===== src/rtl/haz_pkg.sv =====
// Shared constants and types for the hazard/forwarding unit: forward-select
// codes, the destination record carried down the shadow pipeline, and timer states.
package haz_pkg;

  localparam logic [1:0] FWD_RF      = 2'b00;
  localparam logic [1:0] FWD_EX      = 2'b01;
  localparam logic [1:0] FWD_MEM_ALU = 2'b10;
  localparam logic [1:0] FWD_MEM_LD  = 2'b11;

  // Records hold register numbers zero-extended to this width (RA_W must not exceed it).
  localparam int DST_MAX_W = 8;

  typedef struct packed {
    logic                 v;
    logic                 ld;
    logic [DST_MAX_W-1:0] dst;
  } dst_rec_t;

  localparam logic [0:0] MD_IDLE = 1'b0;
  localparam logic [0:0] MD_BUSY = 1'b1;

endpackage


===== src/rtl/haz_md_timer.sv =====
// MUL/DIV busy timer: IDLE/BUSY FSM with a down-counter; done pulses on the
// final busy cycle. kill aborts a running count without a done pulse.
module haz_md_timer
  import haz_pkg::*;
#(
  parameter int MD_CYCLES = 8
) (
  input  logic clk,
  input  logic rst_n,
  input  logic start,
  input  logic kill,
  output logic busy,
  output logic done
);

  localparam int CW = $clog2(MD_CYCLES);

  logic [0:0]    state;
  logic [CW-1:0] count;

  always_ff @(posedge clk or negedge rst_n) begin
    if (!rst_n) begin
      state <= MD_IDLE;
      count <= '0;
    end else if (kill) begin
      state <= MD_IDLE;
      count <= '0;
    end else begin
      case (state)
        MD_IDLE: begin
          if (start) begin
            state <= MD_BUSY;
            count <= CW'(MD_CYCLES - 1);
          end
        end
        MD_BUSY: begin
          if (count == '0) state <= MD_IDLE;
          else             count <= count - CW'(1);
        end
        default: begin
          state <= MD_IDLE;
          count <= '0;
        end
      endcase
    end
  end

  assign busy = (state == MD_BUSY);
  assign done = (state == MD_BUSY) && (count == '0);

endmodule


===== src/rtl/hazard_fwd_unit.sv =====
// Hazard detection and operand forwarding for the 5-stage pipeline, with a
// MUL/DIV busy interlock. Define HAZ_PERF_EN to add stall/flush cycle counters.
module hazard_fwd_unit
  import haz_pkg::*;
#(
  parameter int RA_W      = 5,
  parameter int NUM_SRC   = 2,
  parameter int MD_CYCLES = 8,
  parameter int PERF_W    = 32
) (
  input  logic                      clk,
  input  logic                      rst_n,
  input  logic                      id_valid,
  input  logic [NUM_SRC*RA_W-1:0]   id_src,
  input  logic [NUM_SRC-1:0]        id_src_used,
  input  logic                      id_wreg,
  input  logic [RA_W-1:0]           id_dst,
  input  logic                      id_is_load,
  input  logic                      id_md_start,
  input  logic                      id_md_read,
  input  logic                      flush,
  output logic [NUM_SRC*2-1:0]      fwd_sel,
  output logic                      stall,
  output logic                      bubble,
  output logic                      md_busy,
  output logic                      md_done
`ifdef HAZ_PERF_EN
  ,
  output logic [PERF_W-1:0]         perf_stall_cnt,
  output logic [PERF_W-1:0]         perf_flush_cnt
`endif
);

  dst_rec_t rec_p0;  // EX
  dst_rec_t rec_p1;  // MEM
  dst_rec_t rec_p2;  // WB
  dst_rec_t id_rec;
  logic     load_use;
  logic     md_hazard;
  logic     md_start;

  always_comb begin
    id_rec = '0;
    if (id_valid && id_wreg && (id_dst != '0)) begin
      id_rec.v   = 1'b1;
      id_rec.ld  = id_is_load;
      id_rec.dst = DST_MAX_W'(id_dst);
    end
  end

  // Per-operand select; a load sitting in EX cannot forward yet, so it
  // falls through to the MEM check and raises load_use instead.
  always_comb begin
    logic [DST_MAX_W-1:0] src;
    src      = '0;
    fwd_sel  = '0;
    load_use = 1'b0;
    for (int k = 0; k < NUM_SRC; k++) begin
      src = DST_MAX_W'(id_src[k*RA_W +: RA_W]);
      if (id_src_used[k] && (src != '0)) begin
        if (rec_p0.v && !rec_p0.ld && (rec_p0.dst == src))
          fwd_sel[k*2 +: 2] = FWD_EX;
        else if (rec_p1.v && (rec_p1.dst == src))
          fwd_sel[k*2 +: 2] = rec_p1.ld ? FWD_MEM_LD : FWD_MEM_ALU;
        if (rec_p0.v && rec_p0.ld && (rec_p0.dst == src))
          load_use = 1'b1;
      end
    end
  end

  assign md_hazard = md_busy && (id_md_start || id_md_read);
  assign stall     = !flush && id_valid && (load_use || md_hazard);
  assign bubble    = flush || stall;
  assign md_start  = id_valid && id_md_start && !stall && !flush;

  // ID -> EX -> MEM -> WB record shift
  always_ff @(posedge clk or negedge rst_n) begin
    if (!rst_n) begin
      rec_p0 <= '0;
      rec_p1 <= '0;
      rec_p2 <= '0;
    end else begin
      rec_p0 <= bubble ? '0 : id_rec;
      rec_p1 <= rec_p0;
      rec_p2 <= rec_p1;
    end
  end

  // kill is held low here; it exists for an exception-abort path.
  haz_md_timer #(
    .MD_CYCLES (MD_CYCLES)
  ) u_md_timer (
    .clk   (clk),
    .rst_n (rst_n),
    .start (md_start),
    .kill  (1'b0),
    .busy  (md_busy),
    .done  (md_done)
  );

`ifdef HAZ_PERF_EN
  always_ff @(posedge clk or negedge rst_n) begin
    if (!rst_n) begin
      perf_stall_cnt <= '0;
      perf_flush_cnt <= '0;
    end else begin
      if (stall && (perf_stall_cnt != '1)) perf_stall_cnt <= perf_stall_cnt + PERF_W'(1);
      if (flush && (perf_flush_cnt != '1)) perf_flush_cnt <= perf_flush_cnt + PERF_W'(1);
    end
  end
`endif

endmodule


===== config.mk =====
export PLATFORM = sky130hd
export DESIGN_NAME = hazard_fwd_unit
export DESIGN_NICKNAME = d
export VERILOG_FILES = /design/src/rtl/haz_pkg.sv /design/src/rtl/haz_md_timer.sv /design/src/rtl/hazard_fwd_unit.sv
export SDC_FILE = /design/constraint.sdc
export NUM_CORES = 1
export LEC_CHECK = 0
export ABC_AREA = 1
export CAP_MARGIN = 20
export CORE_MARGIN = 1.5
export CORE_UTILIZATION = 35
export DETAILED_ROUTE_END_ITERATION = 8
export HOLD_SLACK_MARGIN = 0.15
export PLACE_DENSITY = 0.7
export SYNTH_ARGS = -nofsm -noshare
export SYNTH_HDL_FRONTEND = slang
export SYNTH_HIERARCHICAL = 1
export SYNTH_SLANG_ARGS = --single-unit

===== constraint.sdc =====
create_clock -name clk -period 1.45 [get_ports clk]
set_clock_uncertainty 0.2 [all_clocks]
set_input_delay 0.145 -clock clk [delete_from_list [all_inputs] [get_ports clk]]
set_output_delay 0.145 -clock clk [all_outputs]
set_load 0.01 [all_outputs]

Yosys cells after proc, flatten, opt, wreduce, memory -nomap -nowiden
Index checks and enable logic that the tools add are counted.
{"block": "totals", "ff_bits": 24, "out_inout_bits": 8, "word_cells": 65}
{"block": "op_classes", "addsub": 1, "eq_ne": 6, "mux": 19, "bitwise_logic": 1, "n_reduce_logical": 30}
{"operator": "$eq A8 B5 Y1", "n": 4}
{"operator": "$mux W10", "n": 2}
{"operator": "$logic_and A1 B1 Y1", "n": 19}
{"operator": "$reduce_bool A5 Y1", "n": 3}
{"operator": "$mux W2", "n": 6}
{"operator": "$mux W1", "n": 7}
{"operator": "$mux W3", "n": 2}
{"operator": "$pmux W3 S2", "n": 1}
{"operator": "$ne A2 B2 Y1 const B", "n": 2}
{"operator": "$logic_not A1 Y1", "n": 3}
{"operator": "$logic_not A3 Y1", "n": 1}
{"operator": "$logic_or A1 B1 Y1", "n": 3}
{"operator": "$sub A3 B1 Y3 const B", "n": 1}
{"operator": "$pmux W1 S2", "n": 1}
{"operator": "$reduce_and A2 Y1", "n": 1}
{"operator": "$not A1 Y1", "n": 1}

Logic depth before layout (Yosys ltp)
{"block": "logic_depth", "word_depth": 13, "ltp_mapped": 15, "ltp_nobuf": 15}

By module
The synthesis kept the hierarchy.
{"mod": "hazard_fwd_unit", "instances": 1, "cells_each": 116, "area_each_um2": 859.6, "seq_area_each_um2": 350.3}
{"mod": "haz_md_timer", "instances": 1, "cells_each": 34, "area_each_um2": 249.0, "seq_area_each_um2": 100.1}

Worst setup path before layout
Ideal clock, no wire load.
{"block": "synth_timing", "kind": "register -> register", "startpoint": "register rec_p0[1] in the netlist's numbering", "endpoint": "register u_md_timer.count[0]", "setup_time_ps": 65, "arrival_time_ps": 1290, "t_required_ps": 1185, "slack_ps": -106, "stages_incl_launch_ff": 14, "path_buffers": 0, "path_cell_list": "dfrtp_1 xnor2_1 nand2_1 nor2_1 nand3_1 nand2_1 nand2_1 nand2_2 nor2_1 inv_1 nand2_1 o21ai_2 nand3_1 nand2_1"}
{"block": "synth_via", "elab_chain_cells": 13}
{"element": "start, declared", "line_no": "hazard_fwd_unit.sv:34", "text": "dst_rec_t rec_p0;"}
{"element": "start signal, assigned", "line_no": "hazard_fwd_unit.sv:83", "text": "rec_p0 <= bubble ? '0 : id_rec;"}
{"element": "$eq A8 B5 Y1", "line_no": "hazard_fwd_unit.sv:65", "text": "if (rec_p0.v && rec_p0.ld && (rec_p0.dst == src))"}
{"element": "$logic_and A1 B1 Y1", "line_no": "hazard_fwd_unit.sv:65"}
{"element": "$mux W1", "line_no": "hazard_fwd_unit.sv:65"}
{"element": "$mux W1", "line_no": "hazard_fwd_unit.sv:60", "text": "if (id_src_used[k] && (src != '0)) begin"}
{"element": "$mux W1", "line_no": "hazard_fwd_unit.sv:65"}
{"element": "$mux W1 (*)", "line_no": "hazard_fwd_unit.sv:60"}
{"element": "$logic_or A1 B1 Y1 (*)", "line_no": "hazard_fwd_unit.sv:72", "text": "assign stall = !flush && id_valid && (load_use || md_hazard);"}
{"element": "$logic_and A1 B1 Y1 (*)", "line_no": "hazard_fwd_unit.sv:72"}
{"element": "$logic_not A1 Y1 (*)", "line_no": "hazard_fwd_unit.sv:74", "text": "assign md_start = id_valid && id_md_start && !stall && !flush;"}
{"element": "$logic_and A1 B1 Y1 (*) (2 in a row)", "line_no": "hazard_fwd_unit.sv:74"}
{"element": "via md_start", "line_no": "hazard_fwd_unit.sv:40", "text": "logic md_start;"}
{"element": "$ne A2 B2 Y1 (no source line) (*)"}
{"element": "$reduce_and A2 Y1 (no source line) (*)"}
{"element": "end signal, assigned", "line_no": "haz_md_timer.sv:33", "text": "count <= CW'(MD_CYCLES - 1);"}
{"element": "end signal, assigned", "line_no": "haz_md_timer.sv:38", "text": "else count <= count - CW'(1);"}
{"element": "end, declared", "line_no": "haz_md_timer.sv:19", "text": "logic [CW-1:0] count;"}
The timed path passes the listed nets; every way through them passes the cells marked *.
A chain may end at the register's enable or synchronous reset.

Worst setup path in the final report
{"block": "layout_timing", "startpoint": "input id_src[0]", "endpoint": "register u_md_timer.count[0]"}
{"block": "layout_via", "elab_chain_cells": 13}
{"element": "start, declared", "line_no": "hazard_fwd_unit.sv:14", "text": "input logic [NUM_SRC*RA_W-1:0] id_src,"}
{"element": "$eq A8 B5 Y1", "line_no": "hazard_fwd_unit.sv:65"}
{"element": "$logic_and A1 B1 Y1", "line_no": "hazard_fwd_unit.sv:65"}
{"element": "$mux W1", "line_no": "hazard_fwd_unit.sv:65"}
{"element": "$mux W1 (*)", "line_no": "hazard_fwd_unit.sv:60"}
{"element": "$mux W1", "line_no": "hazard_fwd_unit.sv:65"}
{"element": "$mux W1 (*)", "line_no": "hazard_fwd_unit.sv:60"}
{"element": "$logic_or A1 B1 Y1 (*)", "line_no": "hazard_fwd_unit.sv:72"}
{"element": "$logic_and A1 B1 Y1 (*)", "line_no": "hazard_fwd_unit.sv:72"}
{"element": "$logic_not A1 Y1 (*)", "line_no": "hazard_fwd_unit.sv:74"}
{"element": "$logic_and A1 B1 Y1 (*) (2 in a row)", "line_no": "hazard_fwd_unit.sv:74"}
{"element": "via md_start", "line_no": "hazard_fwd_unit.sv:40"}
{"element": "$ne A2 B2 Y1 (no source line) (*)"}
{"element": "$reduce_and A2 Y1 (no source line) (*)"}
Marked as above.

==> run summary <==
Status: finished, violations left
Failing checks: negative setup slack
Crit start category: input pin
Remaining DRCs: 0
Post-Synth XOR/XNOR Area: 11.1%
Routed via count: 1,174
Setup TNS: -7.45 ns
Gate power share: 29.2%
RSZ-0062 raised after global routing: yes
Clock transition at path regs: 0.09 ns
Overflow after GRT: 0
Detail-routed via count per cell: 4.46
Sw Pwr: 0.310 mW
Starting Density: 36.6%
HP Class: in2reg
Largest net degree at the start of global routing: 19
Clock buffer depth: 2
Crit path time final: 2.07 ns
# Max-Cap Violations: 0
Synthesized flop and latch total: 18
Initial antenna violation count: 0
Final WL: 2.75 mm
Most frequent cells in the layout: nand2_1, buf_4, clkdlybuf4s50_1, inv_1, dfrtp_1
FP Rows: 20
Largest family of logic cells by synthesized area: simple AND/OR/NAND/NOR gates
Core ar.: 3030 um2
Mapped Cells: 150
Clk Latency, worst-skew pair: 0.28 ns
Synth Area in Adders: 2.26%
Total track usage: 17.2%
Commonest non-fill, non-tap cell in the layout: nand2_1
Post-Syn Area: 1110 um2
Achievable Freq: 484 MHz
RePlAce Congestion: 0.907
Setup WS post-layout: -0.616 ns
Die area: 3510 um2
DR pass1 iterations: 4
Crit Path Class: in2reg
Switching Share: 26.4%
Count of cell types in the netlist: 22
Mux cell area share after synthesis: 0%
Routed len/inst: 10.5 um
Final hold violations: 0
Starting DRT DRC Count: 50
Antenna diodes: 0
Layout cells sized above 1: 32.0%
Final setup vio count: 18
Leakage power: 0.917 nW
Compound-Gate Fraction of Synth Area: 5.08%
Fin crit share: 142%
First-pass GRT wire length: 4.54 mm
IO Pins: 33
Die W: 59.3 um
Critical Path Fanout Max: 3
Die Ht: 59.3 um
Pins Over Slew Limit: 0
Clk pwr share: 24.9%
Synth warn: 6
Crit path required time: 1.48 ns
CTS root buf: clkbuf_4
Avg Inst Size Synth: 7.39 um2
Maximum vdd ir drop: 0.000363 V
Sequential area share after synthesis: 40.6%
Dpl ws: -0.892 ns
Vias in the first global route: 1,162
Power per cell area: 637 nW/um2
Port buffer count: 32
Post-synthesis simple-gate area fraction: 33.2%
Sequential power share: 46.0%
Internal power: 0.862 mW
Sink Count: 18
DP HPWL: 2.08 mm
Worst EP arrival: 2.09 ns
Nets: 247
CTS tree: yes
TritonCTS Buffers: 3
Area growth from synthesis to layout: 65.9%
H-tree levels: 1
Crit. End Element: flip-flop
DRT antenna net count: 0
-- sequential cells by signal, indices dropped and copies added, names as in the netlist --
name / count
rec_p0: 7
rec_p1: 7
u_md_timer/count: 3
u_md_timer/busy: 1
-- layer usage --
layer  global-route usage (%)  routed length [um]  vias to the layer above
li1                         -                   -                      597
met1                     18.7                1100                      526
met2                     31.9                1430                       43
met3                     1.75                 147                        8
met4                     9.74                  75                        0
met5                        0                   0                        -
-- power groups by stage --
stage / logic, mW / clock network [mW] / registers, mW
after floorplan: 0.119 / 0 / 0.550
after global placement: 0.280 / 0 / 0.546
after detailed placement: 0.291 / 0 / 0.547
after CTS: 0.321 / 0.301 / 0.539
after global routing: 0.378 / 0.322 / 0.541
final: 0.342 / 0.291 / 0.539
-- cells in the mapped netlist, drive strengths merged --
| cell type | n | area share [%] |
|---|---|---|
| a221oi | 1 | 1.4 |
| a21oi | 2 | 0.90 |
| or2 | 2 | 1.1 |
| nor2 | 23 | 8.0 |
| conb | 1 | 0.34 |
| o21ai | 4 | 2.1 |
| o21a | 1 | 0.68 |
| nand3b | 1 | 0.68 |
| nand4 | 2 | 1.1 |
| xor2 | 6 | 4.7 |
| inv | 22 | 7.4 |
| xnor2 | 8 | 6.3 |
| nand3 | 11 | 5.0 |
| nand2 | 43 | 16 |
| nor3 | 3 | 1.4 |
| dfrtp | 18 | 41 |
| ha | 2 | 2.3 |
-- kinds of logic after synthesis --
family	Yosys count
other cells	1
compound gates	8
xor+xnor	14
flops	18
simple gates	85
buf+inv	22
fa+ha+maj	2
-- through the flow --
step                utilization [%]  std cells  total power, mW  hold slack, ns  area (um2)
global placement               55.0        249            0.827           0.183        1670
global route                   60.7        263             1.24           0.208        1840
finish                         60.7        263             1.17           0.204        1840
detailed placement             55.0        249            0.839           0.189        1670
CTS                            58.9        262             1.16           0.189        1780
floorplan                         -        151            0.669          -0.351        1130
-- layout make-up --
type                       count  area (um2)
multi-input combinational    111         669
timing repair buffer          64         546
fill                         273        1190
tap                           44        55.1
inverter                      22        82.6
clock buffer                   4        36.3
sequential                    18         450
-- worst paths after layout --
kind	from	to	slack, ns	cells after the start
setup / recovery	id_src[0]	u_md_timer/count[0]$_DFFE_PN0P_	-0.62	16
hold / removal	id_is_load	rec_p0[8]$_DFF_PN0_	0.20	3
setup reg to reg	rec_p0[2]$_DFF_PN0_	u_md_timer/count[0]$_DFFE_PN0P_	-0.56	14
hold reg to reg	rec_p0[9]$_DFF_PN0_	rec_p1[9]$_DFF_PN0_	0.21	0
max in group asynchronous	rst_n	u_md_timer/count[1]$_DFFE_PN0P_	0.35	3
min in group asynchronous	rst_n	rec_p1[0]$_DFF_PN0_	0.52	3
-- critical path: stages --
cell and delay, ns:
clkdlybuf4s50_1 0.51, nor2_1 0.17, nand4_1 0.12, nand2_1 0.10, inv_1 0.06, nand2_1 0.06
nand2_1 0.05, nand2_1 0.07, nand2_2 0.07, buf_4 0.14, buf_6 0.11, nor2_4 0.08
nor2_1 0.05, nor2_1 0.16, nand3_1 0.10, nand2_1 0.08
-- timing repair --
| action | in CTS | in global routing |
|---|---|---|
| resized for setup | 41 | 15 |
| endpoints found under the hold margin | 18 | 0 |
| setup buffers | 9 | 2 |
| pin swaps | 16 | 7 |
| endpoints found under the setup margin | 19 | 19 |
| hold buffers | 1 | 0 |
No activity file was read; power rests on OpenSTA's default activity.
